## src/rtl/seven_segment_n.sv

```systemverilog
// Multiplexed N-digit seven-segment driver: per-digit enables, leading-zero
// suppression, 16-level PWM brightness and a frame-done strobe.
module seven_segment_n #(
  parameter int unsigned CLK_FREQUENCY = 100_000_000,
  parameter int unsigned REFRESH_RATE  = 200,
  parameter int unsigned NUM_DIGITS    = 8
) (
  input  logic                    clk,
  input  logic                    rst,
  input  logic [4*NUM_DIGITS-1:0] data_in,
  input  logic [NUM_DIGITS-1:0]   dp_in,
  input  logic [NUM_DIGITS-1:0]   digit_en,
  input  logic                    blank,
  input  logic                    lz_suppress,
  input  logic [3:0]              brightness,
  output logic [7:0]              segment,
  output logic [NUM_DIGITS-1:0]   anode,
  output logic                    frame_done
);

  localparam int unsigned DWELL_CYCLES = CLK_FREQUENCY / (REFRESH_RATE * NUM_DIGITS);
  localparam int unsigned DW = (DWELL_CYCLES > 1) ? $clog2(DWELL_CYCLES) : 1;
  localparam int unsigned IW = (NUM_DIGITS > 1) ? $clog2(NUM_DIGITS) : 1;
  localparam logic [DW-1:0] DWELL_LAST = DW'(DWELL_CYCLES - 1);
  localparam logic [IW-1:0] IDX_LAST   = IW'(NUM_DIGITS - 1);

  if (DWELL_CYCLES < 16) begin : g_dwell_chk
    $error("seven_segment_n: DWELL_CYCLES must be at least 16");
  end
  if (NUM_DIGITS < 1 || NUM_DIGITS > 16) begin : g_digits_chk
    $error("seven_segment_n: NUM_DIGITS must be in 1..16");
  end

  function automatic logic [6:0] hex7(input logic [3:0] n);
    case (n)
      4'h0: hex7 = 7'h40;  4'h1: hex7 = 7'h79;  4'h2: hex7 = 7'h24;  4'h3: hex7 = 7'h30;
      4'h4: hex7 = 7'h19;  4'h5: hex7 = 7'h12;  4'h6: hex7 = 7'h02;  4'h7: hex7 = 7'h78;
      4'h8: hex7 = 7'h00;  4'h9: hex7 = 7'h10;  4'hA: hex7 = 7'h08;  4'hB: hex7 = 7'h03;
      4'hC: hex7 = 7'h46;  4'hD: hex7 = 7'h21;  4'hE: hex7 = 7'h06;  default: hex7 = 7'h0E;
    endcase
  endfunction

  logic [DW-1:0]           dwell_q, dwell_d;
  logic [IW-1:0]           idx_q, idx_d;
  logic [4*NUM_DIGITS-1:0] sh_data_q;
  logic [NUM_DIGITS-1:0]   sh_dp_q, sh_en_q;
  logic                    sh_lz_q;
  logic [3:0]              sh_br_q;
  logic [7:0]              seg_q, seg_d;
  logic [NUM_DIGITS-1:0]   an_q, an_d;
  logic                    fd_q;

  logic                    dwell_wrap, frame_wrap, in_window;
  logic [31:0]             on_cycles;
  logic [NUM_DIGITS-1:0]   supp;
  logic [3:0]              cur_nib;
  logic                    cur_dp, cur_en, cur_supp;

  always_comb begin
    dwell_wrap = (dwell_q == DWELL_LAST);
    frame_wrap = dwell_wrap && (idx_q == IDX_LAST);
    dwell_d    = dwell_wrap ? '0 : dwell_q + 1'b1;
    idx_d      = idx_q;
    if (dwell_wrap) begin
      idx_d = (idx_q == IDX_LAST) ? '0 : idx_q + 1'b1;
    end
    on_cycles = ((DWELL_CYCLES - 1) * (32'(sh_br_q) + 32'd1) + 32'd15) / 32'd16;
    // dwell_cnt == 0 is the dark guard slot between digits
    in_window = (dwell_q != '0) && (32'(dwell_q) <= on_cycles);
  end

  // Walk from the top digit down; a digit is suppressible while every nibble
  // from it upward is zero.
  always_comb begin : p_lz
    logic run;
    run  = 1'b1;
    supp = '0;
    for (int unsigned j = 0; j < NUM_DIGITS; j++) begin
      run = run && (sh_data_q[4*(NUM_DIGITS-1-j) +: 4] == 4'h0);
      supp[NUM_DIGITS-1-j] = sh_lz_q && run && (j != NUM_DIGITS - 1);
    end
  end

  always_comb begin
    cur_nib  = '0;
    cur_dp   = 1'b0;
    cur_en   = 1'b0;
    cur_supp = 1'b0;
    for (int unsigned k = 0; k < NUM_DIGITS; k++) begin
      if (idx_q == IW'(k)) begin
        cur_nib  = sh_data_q[4*k +: 4];
        cur_dp   = sh_dp_q[k];
        cur_en   = sh_en_q[k];
        cur_supp = supp[k];
      end
    end
    seg_d = 8'hFF;
    an_d  = '1;
    if (in_window && !blank && cur_en && !(cur_supp && !cur_dp)) begin
      an_d  = ~(NUM_DIGITS'(1) << idx_q);
      seg_d = cur_supp ? 8'h7F : {~cur_dp, hex7(cur_nib)};
    end
  end

  always_ff @(posedge clk) begin
    if (rst) begin
      dwell_q <= '0;
      idx_q   <= '0;
      seg_q   <= 8'hFF;
      an_q    <= '1;
      fd_q    <= 1'b0;
    end else begin
      dwell_q <= dwell_d;
      idx_q   <= idx_d;
      seg_q   <= seg_d;
      an_q    <= an_d;
      fd_q    <= frame_wrap;
    end
  end

  always_ff @(posedge clk) begin
    if (rst || frame_wrap) begin
      sh_data_q <= data_in;
      sh_dp_q   <= dp_in;
      sh_en_q   <= digit_en;
      sh_lz_q   <= lz_suppress;
      sh_br_q   <= brightness;
    end
  end

  assign segment    = seg_q;
  assign anode      = an_q;
  assign frame_done = fd_q;

endmodule

```

## config.mk

```make
export PLATFORM = sky130hd
export DESIGN_NAME = seven_segment_n
export DESIGN_NICKNAME = d
export VERILOG_FILES = /design/src/rtl/seven_segment_n.sv
export SDC_FILE = /design/constraint.sdc
export NUM_CORES = 1
export LEC_CHECK = 0
export CAP_MARGIN = 10
export CORE_ASPECT_RATIO = 0.7
export CORE_MARGIN = 2
export CORE_UTILIZATION = 47
export CTS_CLUSTER_DIAMETER = 100
export CTS_CLUSTER_SIZE = 40
export DETAILED_ROUTE_END_ITERATION = 8
export GPL_ROUTABILITY_DRIVEN = 0
export HOLD_SLACK_MARGIN = 0.03
export PLACE_DENSITY_LB_ADDON = 0.1
export SYNTH_ARGS = -nofsm -noshare
export SYNTH_HDL_FRONTEND = slang
export SYNTH_SLANG_ARGS = --single-unit
```

## constraint.sdc

```tcl
create_clock -name clk -period 13.4 [get_ports clk]
set_input_delay 1.34 -clock clk [delete_from_list [all_inputs] [get_ports clk]]
set_output_delay 1.34 -clock clk [all_outputs]
set_load 0.1 [all_outputs]
```

==> results of run 1 <==
-- worst min-delay path by stage --
stage                          start          to  slack [ns]  cells after the start
final                     dwell_q[0]  dwell_q[0]        0.47                      1
after global routing      dwell_q[0]  dwell_q[0]        0.52                      1
after CTS                 dwell_q[0]  dwell_q[0]        0.47                      1
after detailed placement  dwell_q[0]  dwell_q[0]        0.46                      1
after global placement    dwell_q[0]  dwell_q[0]        0.45                      1
after floorplan           dwell_q[0]  dwell_q[0]        0.43                      1
-- cells by family (layout without fill, tap and decap cells) --
kind of cell | after synthesis | after routing
and+or+nand+nor | 158 | 158
muxes | 9 | 9
xor gates and xnor gates | 31 | 31
buffers and inverters | 62 | 131
AOI/OAI and AO/OA | 99 | 99
adders and majority gates | 68 | 68
DFF | 89 | 89
-- sequential cells by signal (all words and copies together), names as in the netlist --
| signal | cells |
|---|---|
| segment | 8 |
| sh_lz_q | 1 |
| frame_done | 1 |
| dwell_q | 16 |
| anode | 8 |
| sh_br_q | 4 |
| sh_dp_q | 8 |
| sh_data_q | 32 |
| idx_q | 3 |
| sh_en_q | 8 |
-- final cells by class --
type                    instances  area (um^2)  area share [%]
multi-input cells             365         2810            43.2
flip-flops and latches         89         2310            35.5
repair buffers                 74          736            11.3
clock buffers                   9          225            3.46
well taps                     153          191            2.94
inverters                      41          156            2.40
clock inverters                 7         76.3            1.17
-- routing by layer --
layer	vias to the layer above	share of wire, %	global-route usage [%]
met3	9	5.8	5.04
met5	-	0	0
met4	0	0.67	3.80
met2	120	39	28.1
met1	1919	54	31.4
li1	1992	-	-
-- cells in the final DEF (no fill, tap or decap), drive strengths merged, types with 4 or more instances in the layout --
cell and instances:
nor2 33, nand2 41, xnor2 14, a221oi 6, o211ai 5, a21oi 21
nor2b 11, nand2b 7, a211oi 10, o21ai 19, edfxtp 53, clkbuf 9
mux2i 8, o221ai 4, fa 8, or3 7, nor3 7, nand4 11
inv 44, o31ai 8, nor4 11, nand3 15, clkdlybuf4s50 72, and2 4
xor2 17, ha 60, a21o 4, dfxtp 36
-- worst max-delay path: cells and delay by family, from the launching register on --
family,cells,cell delay [ns]
XOR/XNOR,2,0.73
adder cells (fa/ha/maj),5,1.40
buffers and inverters,1,0.21
AND/OR/NAND/NOR,5,1.07
AO/OA/AOI/OAI,10,1.63
flip-flops,1,0.65
-- power breakdown --
group / leakage [nW] / switching, mW / internal, mW
combinational: 1.63 / 0.111 / 0.0843
sequential: 0.810 / 0.00665 / 0.302
clock: 0.148 / 0.110 / 0.146
total: 2.59 / 0.228 / 0.532
==> flow_metrics.py, run 1 <==
metrics = {
    "run_status": {
        "status": "finished, final reports clean",
    },
    "power_and_ir_drop": {
        "powerDensity_nw_per_um2": 117,
        "leakagePower_nw": 2.59,
        "vdd_drop_max_v": 0.0000598,
        "power.total_mw": 0.761,
    },
    "final_layout": {
        "final_core_util_pct": 58.7,
        "syn_to_final_growth_pct": 21.2,
        "diodes": 0,
        "final.fill_count": 934,
        "drive_above_1_share_pct": 5.81,
        "fin_area_um2": 6510,
        "finalNetCount": 704,
        "instances_no_fill": 738,
    },
    "cts": {
        "cts-root-buf": "clkbuf_16",
        "clk_latency_ns": 0.34,
        "post_cts_buffers": 0,
        "post_cts_resized": 0,
        "clkTransAtPathRegs_ns": 0.07,
        "cts_sinks": 89,
        "clockBufferDepth": 2,
        "cts_made_buffers": 9,
        "h-tree-depth": 3,
        "postCtsHoldBufs": 0,
        "cts_tree": "done",
    },
    "critical_path": {
        "r2r-start": "sh_br_q[0]",
        "critPathMaxFanout": 9,
        "arrival_ns": 6.05,
        "r2r_end": "segment[5]",
        "crit_path_end_kind": "register",
        "crit_start": "sh_br_q[0]",
        "cp_common_cell": "ha_1",
        "worstSetupEndpoint": "segment[5]",
        "ff2ff_path_depth": 23,
        "worstSetupStartpointType": "register",
        "cpPeakStageDelay_ns": 0.65,
        "worstPathRequired_ns": 13.61,
        "path_class": "register to register",
        "critPathSlowestCell": "edfxtp_1",
        "r2r_slack_ns": 7.56,
        "timing.critical_path.cells": "nand3_1 > xnor2_1 > inv_1 > ha_1 > ha_1 > or2_2 > ha_1 > ha_1 > a21o_1 > a21oi_1 > o21ai_4 > nand3_1 > o31ai_1 > a21oi_1 > xor2_1 > ha_1 > nand4_1 > nor3_1 > a211o_1 > a21o_1 > a221o_1 > o211a_2 > o221ai_1",
    },
    "sta": {
        "hold-worst-slack_ns": 0.467,
        "maxSlewViolCount": 0,
        "max_slew_margin_pct": 34.8,
        "rsz0062_at_grt": "false",
        "fin_setup_tns_ns": 0,
        "clock_skew_ns": 0.00780,
        "fin_crit_ns": 5.84,
        "setup_slack_ns": 7.56,
        "fmaxAchievable_ghz": 0.171,
        "tightestPinTransition_ns": 0.975,
        "period_share_pct": 43.6,
        "setup_viol": 0,
        "finalHoldViolations": 0,
    },
    "place": {
        "place_area_um2": 6200,
        "port_buffers": 72,
        "dp_hpwl_mm": 9.29,
        "dp_cells": 722,
        "pre_cts_ws_ns": 7.64,
    },
    "route": {
        "vias": 4040,
        "firstDrtPassIters": 6,
        "route.detailed.drc": 0,
        "via_per_inst": 5.47,
        "routed_wl_mm": 12.0,
        "initialDrtViolationCount": 246,
        "ant_nets": 0,
        "wl_per_cell_um": 16.2,
    },
    "synth": {
        "synth.area.top_cells": "edfxtp_1 30%, ha_1 14%, dfxtp_1 13%",
        "synth_edf_count": 53,
        "synth_async_sr_flop_share_pct": 0,
        "synth_flop_cell": "edfxtp_1",
        "post-synth-top-count-cell": "ha_1",
        "synthXorXnorAreaFrac_pct": 5.55,
        "ys_seq_area_share_pct": 43.1,
        "yosysUniqueCellTypes": 62,
        "synth_common_cells": "60 x ha_1, 53 x edfxtp_1, 41 x nand2_1",
        "yosys.area.top_type_share_pct": 29.6,
        "muxShareOfSynthArea_pct": 1.70,
        "synth-seq-cells": 89,
        "yosysTopAreaCell": "edfxtp_1",
        "synthSimpleGateAreaFrac_pct": 15.1,
        "synth_compound_area_share_pct": 12.8,
        "synth_top_family_by_area": "adder cells",
        "syn-num-nets": 640,
        "synthAdderAreaFrac_pct": 17.0,
        "yosys_warnings": 0,
        "synth_area_um2": 5370,
        "netlist_instances": 516,
        "syn_avg_cell_area_um2": 10.4,
    },
    "global_routing": {
        "grt_pass1_wl_mm": 19.5,
        "antenna_found_initial": 0,
        "grt-ovfl-total": 0,
        "grt_pass1_vias": 3861,
        "grt_max_degree": 29,
        "grt_usage_pct": 20.2,
    },
    "die": {
        "core-area_um2": 11100,
        "start_util_pct": 48.4,
        "die_w_um": 132,
        "die_height_um": 93.4,
        "io_pins": 73,
        "num_rows": 32,
        "die_area_um2": 12300,
    },
    "min_path": {
        "holdCritPathClass": "register to register",
    },
    "flow_run": {
        "maxCapViolations": 0,
    },
}
Note: power is estimated with default switching activity, not from simulation.
==> inputs of run 2 (changes only) <==
- clock period: 13.4 -> 6.08 ns (I/O delays scaled with it)
==> run 2 against run 1 <==
Net effect:
- clock power increased by 120%
- fmax increased by 2.1%
- worst setup slack got worse by 7.2 ns
- critical endpoint unchanged
- largest cell class unchanged
- largest power group unchanged
- highest routed layer unchanged
==> flow_metrics.py, run 2 (synthesis gave the netlist of run 1 again) <==
metrics = {
    "cts": {
        "clk_latency_ns": 0.35,
        "clockBufferDepth": 2,
        "h-tree-depth": 3,
        "cts-root-buf": "clkbuf_16",
        "post_cts_resized": 0,
        "clkTransAtPathRegs_ns": 0.06,
        "postCtsHoldBufs": 0,
        "post_cts_buffers": 0,
        "cts_tree": "done",
        "cts_sinks": 89,
        "cts_made_buffers": 9,
    },
    "place": {
        "port_buffers": 72,
        "dp_hpwl_mm": 9.40,
    },
    "final_layout": {
        "layout_common_cells": "72 x clkdlybuf4s50_1, 60 x ha_1, 53 x edfxtp_1",
        "finalNetCount": 707,
        "top_register": "sh_data_q",
        "final.fill_count": 945,
        "syn_to_final_growth_pct": 21.5,
        "diodes": 0,
        "reg_top3": "sh_data_q: 32 flops, dwell_q: 16 flops",
        "final_core_util_pct": 58.8,
        "regArea_um2": 2310,
        "drive_above_1_share_pct": 6.12,
        "mostFrequentLayoutCell": "clkdlybuf4s50_1",
        "multi_input_area_um2": 2800,
        "largest_reg_flops": 32,
    },
    "sta": {
        "max_slew_margin_pct": 34.8,
        "rsz0062_at_grt": "false",
        "setup_viol": 0,
        "finalHoldViolations": 0,
        "maxSlewViolCount": 0,
        "period_share_pct": 94.1,
        "fin_crit_ns": 5.72,
        "tightestPinTransition_ns": 0.975,
        "clock_skew_ns": 0.00908,
        "fmaxAchievable_ghz": 0.175,
        "fin_setup_tns_ns": 0,
    },
    "die": {
        "start_util_pct": 48.4,
        "num_rows": 32,
        "io_pins": 73,
        "core-area_um2": 11100,
        "die_area_um2": 12300,
        "die_height_um": 93.4,
        "die_w_um": 132,
    },
    "global_routing": {
        "grt_max_degree": 29,
        "antenna_found_initial": 0,
        "grt-ovfl-total": 0,
        "grt_pass1_vias": 3953,
        "grt_pass1_wl_mm": 20.0,
        "grt_usage_pct": 20.9,
    },
    "route": {
        "vias": 4047,
        "wl_per_cell_um": 16.4,
        "initialDrtViolationCount": 329,
        "routed_wl_mm": 12.1,
        "via_per_inst": 5.46,
        "firstDrtPassIters": 5,
        "route.detailed.drc": 0,
        "ant_nets": 0,
    },
    "critical_path": {
        "worstSetupStartpointType": "register",
        "arrival_ns": 5.93,
        "critPathMaxFanout": 9,
        "worstPathRequired_ns": 6.29,
        "crit_path_end_kind": "register",
        "path_class": "register to register",
    },
    "flow_run": {
        "maxCapViolations": 0,
    },
    "power_and_ir_drop": {
        "vdd_drop_max_v": 0.000171,
        "powerDensity_nw_per_um2": 257,
        "leakagePower_nw": 2.60,
    },
    "min_path": {
        "holdCritPathClass": "register to register",
    },
    "run_status": {
        "status": "finished, final reports clean",
    },
}
## run 2: changes by cell type in the layout (fill, tap and decap cells not counted)
| cell | change |
|---|---|
| inv_8 | -1 |
| clkinv_4 | +1 |
| clkinvlp_4 | +1 |
| clkinv_2 | -1 |
| buf_4 | +3 |
| a31oi_1 | +1 |
| a31oi_2 | -1 |
## run 2: per-layer routing
| metal | wire length [um] | up-vias | GRT usage [%] | part of all wire (%) |
|---|---|---|---|---|
| li1 | - | 2002 | - | - |
| met1 | 6410 | 1910 | 31.5 | 53 |
| met2 | 4920 | 117 | 29.8 | 41 |
| met3 | 635 | 18 | 4.44 | 5.2 |
| met4 | 165 | 0 | 6.16 | 1.4 |
| met5 | 0 | - | 0 | 0 |
## run 2: metrics by stage
step / total power [mW] / cell area [um^2] / setup WS (ns) / hold slack, ns / std cells
after global placement: 1.10 / 6210 / 0.658 / 0.442 / 724
after floorplan: 0.992 / 5370 / 0.886 / 0.430 / 516
after global routing: 1.77 / 6520 / 0.0314 / 0.496 / 741
after detailed placement: 1.12 / 6210 / 0.372 / 0.459 / 724
after CTS: 1.69 / 6520 / 0.350 / 0.473 / 740
final: 1.68 / 6520 / 0.360 / 0.467 / 741
## run 2: power by group
group	internal, mW	total, mW	switching [mW]
sequential	0.665	0.680	0.0152
combinational	0.186	0.432	0.246
clock	0.321	0.565	0.243
## run 2: cell type report
class                      instances  share of cell area [%]
timing repair buffer              77                    11.6
clock inverter                     7                    1.17
sequential                        89                    35.4
inverter                          41                    2.40
tap                              153                    2.93
multi-input combinational        365                    43.0
clock buffer                       9                    3.45
## run 2: path summary, 6_finish.rpt
| check | cells past startpoint | endpoint | slack [ns] | startpoint |
|---|---|---|---|---|
| max | 20 | segment[5] | 0.36 | sh_br_q[0] |
| min | 1 | dwell_q[0] | 0.47 | dwell_q[0] |
| max reg2reg | 20 | segment[5] | 0.36 | sh_br_q[0] |
| min reg2reg | 1 | dwell_q[0] | 0.47 | dwell_q[0] |
## run 2: critical path, stage by stage, from the launching register on
cell      delay, ns
edfxtp_1       0.65
ha_1           0.30
xor2_2         0.37
inv_4          0.11
fa_1           0.55
fa_1           0.45
fa_1           0.51
inv_1          0.04
ha_1           0.29
nand4_1        0.19
o211ai_1       0.26
o211ai_1       0.15
xor2_1         0.17
ha_1           0.31
nand4_1        0.13
nor3_1         0.30
a211o_1        0.17
a21o_1         0.08
a221o_1        0.15
o211a_2        0.26
o221ai_1       0.14
==> inputs of run 3 (changes only) <==
- ABC_AREA: not set -> 1
==> run 3 against run 2 <==
Net effect:
- clock power decreased by 4.1%
- non-clock buffer count decreased by 4
- die area increased by 5.7%
- cell count increased by 24%
- register-to-register slack improved by 0.49 ns
- routed wire length increased by 10%
- clock skew decreased by 0.0041 ns
- utilization decreased by 0.50 points
- cell area increased by 5.2%
- critical path depth increased by 8
- critical path type unchanged
- largest cell class unchanged
==> flow_metrics.py, run 3 <==
metrics = {
    "global_routing": {
        "grt_usage_pct": 21.6,
        "grt_pass1_wl_mm": 21.8,
        "grt-ovfl-total": 0,
        "grt_pass1_vias": 4483,
        "antenna_found_initial": 0,
        "grt_max_degree": 55,
    },
    "final_layout": {
        "final_core_util_pct": 58.3,
        "fin_area_um2": 6860,
        "diodes": 0,
        "layout_common_cells": "169 x nand2_1, 104 x inv_1, 72 x clkdlybuf4s50_1",
        "final.fill_count": 1033,
        "reg_top3": "sh_data_q: 32 flops, dwell_q: 16 flops",
        "largest_reg_flops": 32,
        "top_register": "sh_data_q",
        "syn_to_final_growth_pct": 20.7,
        "drive_above_1_share_pct": 5.10,
        "finalNetCount": 883,
        "mostFrequentLayoutCell": "nand2_1",
    },
    "sta": {
        "setup_slack_ns": 0.852,
        "rsz0062_at_grt": "false",
        "clock_skew_ns": 0.00501,
        "setup_viol": 0,
        "maxSlewViolCount": 0,
        "max_slew_margin_pct": 29.9,
        "finalHoldViolations": 0,
        "fin_crit_ns": 5.23,
        "tightestPinTransition_ns": 1.05,
        "fmaxAchievable_ghz": 0.191,
        "period_share_pct": 86.0,
        "fin_setup_tns_ns": 0,
    },
    "cts": {
        "cts_sinks": 89,
        "post_cts_resized": 0,
        "cts-root-buf": "clkbuf_16",
        "clockBufferDepth": 2,
        "postCtsHoldBufs": 0,
        "post_cts_buffers": 0,
        "h-tree-depth": 3,
        "clk_latency_ns": 0.34,
        "cts_made_buffers": 9,
        "cts_tree": "done",
        "clkTransAtPathRegs_ns": 0.06,
    },
    "synth": {
        "synth_async_sr_flop_share_pct": 0,
        "yosysTopAreaCell": "edfxtp_1",
        "yosys.area.top_type_share_pct": 28.0,
        "synth_edf_count": 53,
        "synth_common_cells": "170 x nand2_1, 104 x inv_1, 60 x ha_1, 60 x nand3_1",
        "synthXorXnorAreaFrac_pct": 3.26,
        "netlist_instances": 682,
        "yosys_warnings": 0,
        "synth_flop_cell": "edfxtp_1",
        "ys_seq_area_share_pct": 40.7,
        "synth_compound_area_share_pct": 5.41,
        "syn_avg_cell_area_um2": 8.34,
        "yosysUniqueCellTypes": 40,
        "post-synth-top-count-cell": "nand2_1",
        "syn-num-nets": 806,
        "synth_top_family_by_area": "simple AND/OR/NAND/NOR gates",
        "synth_area_um2": 5690,
        "muxShareOfSynthArea_pct": 0,
        "synth.area.top_cells": "edfxtp_1 28%, ha_1 13%, dfxtp_1 13%",
        "synthSimpleGateAreaFrac_pct": 26.4,
        "synthAdderAreaFrac_pct": 16.0,
        "synth-seq-cells": 89,
    },
    "route": {
        "routed_wl_mm": 13.4,
        "ant_nets": 0,
        "initialDrtViolationCount": 323,
        "dr.max_layer_used": "met4",
        "routed-wl-met3_um": 977,
        "firstDrtPassIters": 5,
        "via_per_inst": 5.09,
        "wl_per_cell_um": 14.5,
        "route.detailed.drc": 0,
        "met2_length_mm": 5.76,
        "vias": 4692,
        "wl_met1_mm": 6.50,
    },
    "critical_path": {
        "critPathSlowestCell": "edfxtp_1",
        "worstPathRequired_ns": 6.30,
        "arrival_ns": 5.45,
        "critical-path-top-delay-family": "adder cells",
        "path_class": "register to register",
        "cp_num_buf_inv": 6,
        "critPathMaxFanout": 10,
        "worstSetupStartpointType": "register",
        "cpPeakStageDelay_ns": 0.52,
        "crit_path_end_kind": "register",
    },
    "place": {
        "place_area_um2": 6570,
        "pre_cts_ws_ns": 0.841,
        "dp_hpwl_mm": 10.5,
        "port_buffers": 72,
    },
    "flow_run": {
        "maxCapViolations": 0,
    },
    "power_and_ir_drop": {
        "leakagePower_nw": 3.14,
        "powerDensity_nw_per_um2": 241,
        "vdd_drop_max_v": 0.000157,
    },
    "die": {
        "core-area_um2": 11800,
        "io_pins": 73,
        "die_w_um": 135,
        "die_height_um": 96.0,
        "start_util_pct": 48.3,
        "die_area_um2": 13000,
        "num_rows": 33,
    },
    "run_status": {
        "status": "finished, final reports clean",
    },
    "min_path": {
        "holdCritPathClass": "register to register",
    },
}
==> run 3: cell types whose count changed in the layout (fill, tap and decap cells not counted), sizes merged, moves of 7 or more <==
cell    previous run  this run
a211oi            10         2
nor2              33        59
nand2b             7         0
mux2i              8         0
inv               43       109
nor2b             11         0
xnor2             14         6
nand3             15        61
nand2             41       177
or3                7         0
==> run 3: power breakdown <==
part | switching (mW) | internal, mW | total [mW]
logic | 0.258 | 0.177 | 0.435
registers | 0.0125 | 0.665 | 0.678
clock network | 0.216 | 0.326 | 0.542
total | 0.487 | 1.17 | 1.65
==> run 3: cell families after synthesis <==
kind of cell	Yosys count
and+or+nand+nor	335
buffers and inverters	116
DFF	89
adders and majority gates	68
AOI/OAI and AO/OA	55
xor gates and xnor gates	19
==> run 3: path summary, 6_finish.rpt <==
kind                                 start         end  slack, ns  cells past startpoint
worst max-delay path            sh_br_q[0]  segment[6]       0.85                     28
worst min-delay path            dwell_q[0]  dwell_q[0]       0.48                      1
worst max register to register  sh_br_q[0]  segment[6]       0.85                     28
worst min register to register  dwell_q[0]  dwell_q[0]       0.48                      1
==> run 3: stage by stage <==
step | hold slack [ns] | std cells | power, mW
6_report | 0.478 | 921 | 1.65
5_1_grt | 0.527 | 921 | 1.75
4_1_cts | 0.478 | 921 | 1.67
3_5_place_dp | 0.463 | 905 | 1.12
3_3_place_gp | 0.462 | 905 | 1.11
2_1_floorplan | 0.441 | 682 | 0.994
==> run 3: routing by layer <==
| metal | GRT usage [%] | vias up |
|---|---|---|
| met2 | 33.6 | 161 |
| met1 | 30.5 | 2143 |
| met5 | 0 | - |
| met3 | 5.90 | 16 |
| li1 | - | 2372 |
| met4 | 4.51 | 0 |
==> run 3: worst register-to-register path, delay by kind of cell, from the launching register on <==
| kind | cells | cell delay, ns |
|---|---|---|
| flip-flops | 1 | 0.52 |
| XOR/XNOR | 1 | 0.16 |
| AND/OR/NAND/NOR | 13 | 1.32 |
| AO/OA/AOI/OAI | 2 | 0.50 |
| adder cells (fa/ha/maj) | 6 | 2.13 |
| buffers and inverters | 6 | 0.48 |
==> run 3: final cells by class <==
type	count	area, um^2	area share, %
Sequential cell	89	2310	33.7
Inverter	109	419	6.11
Tap cell	157	196	2.86
Clock inverter	2	10.0	0.146
Clock buffer	14	287	4.18
Timing Repair Buffer	73	728	10.6
Multi-Input combinational cell	477	2910	42.4
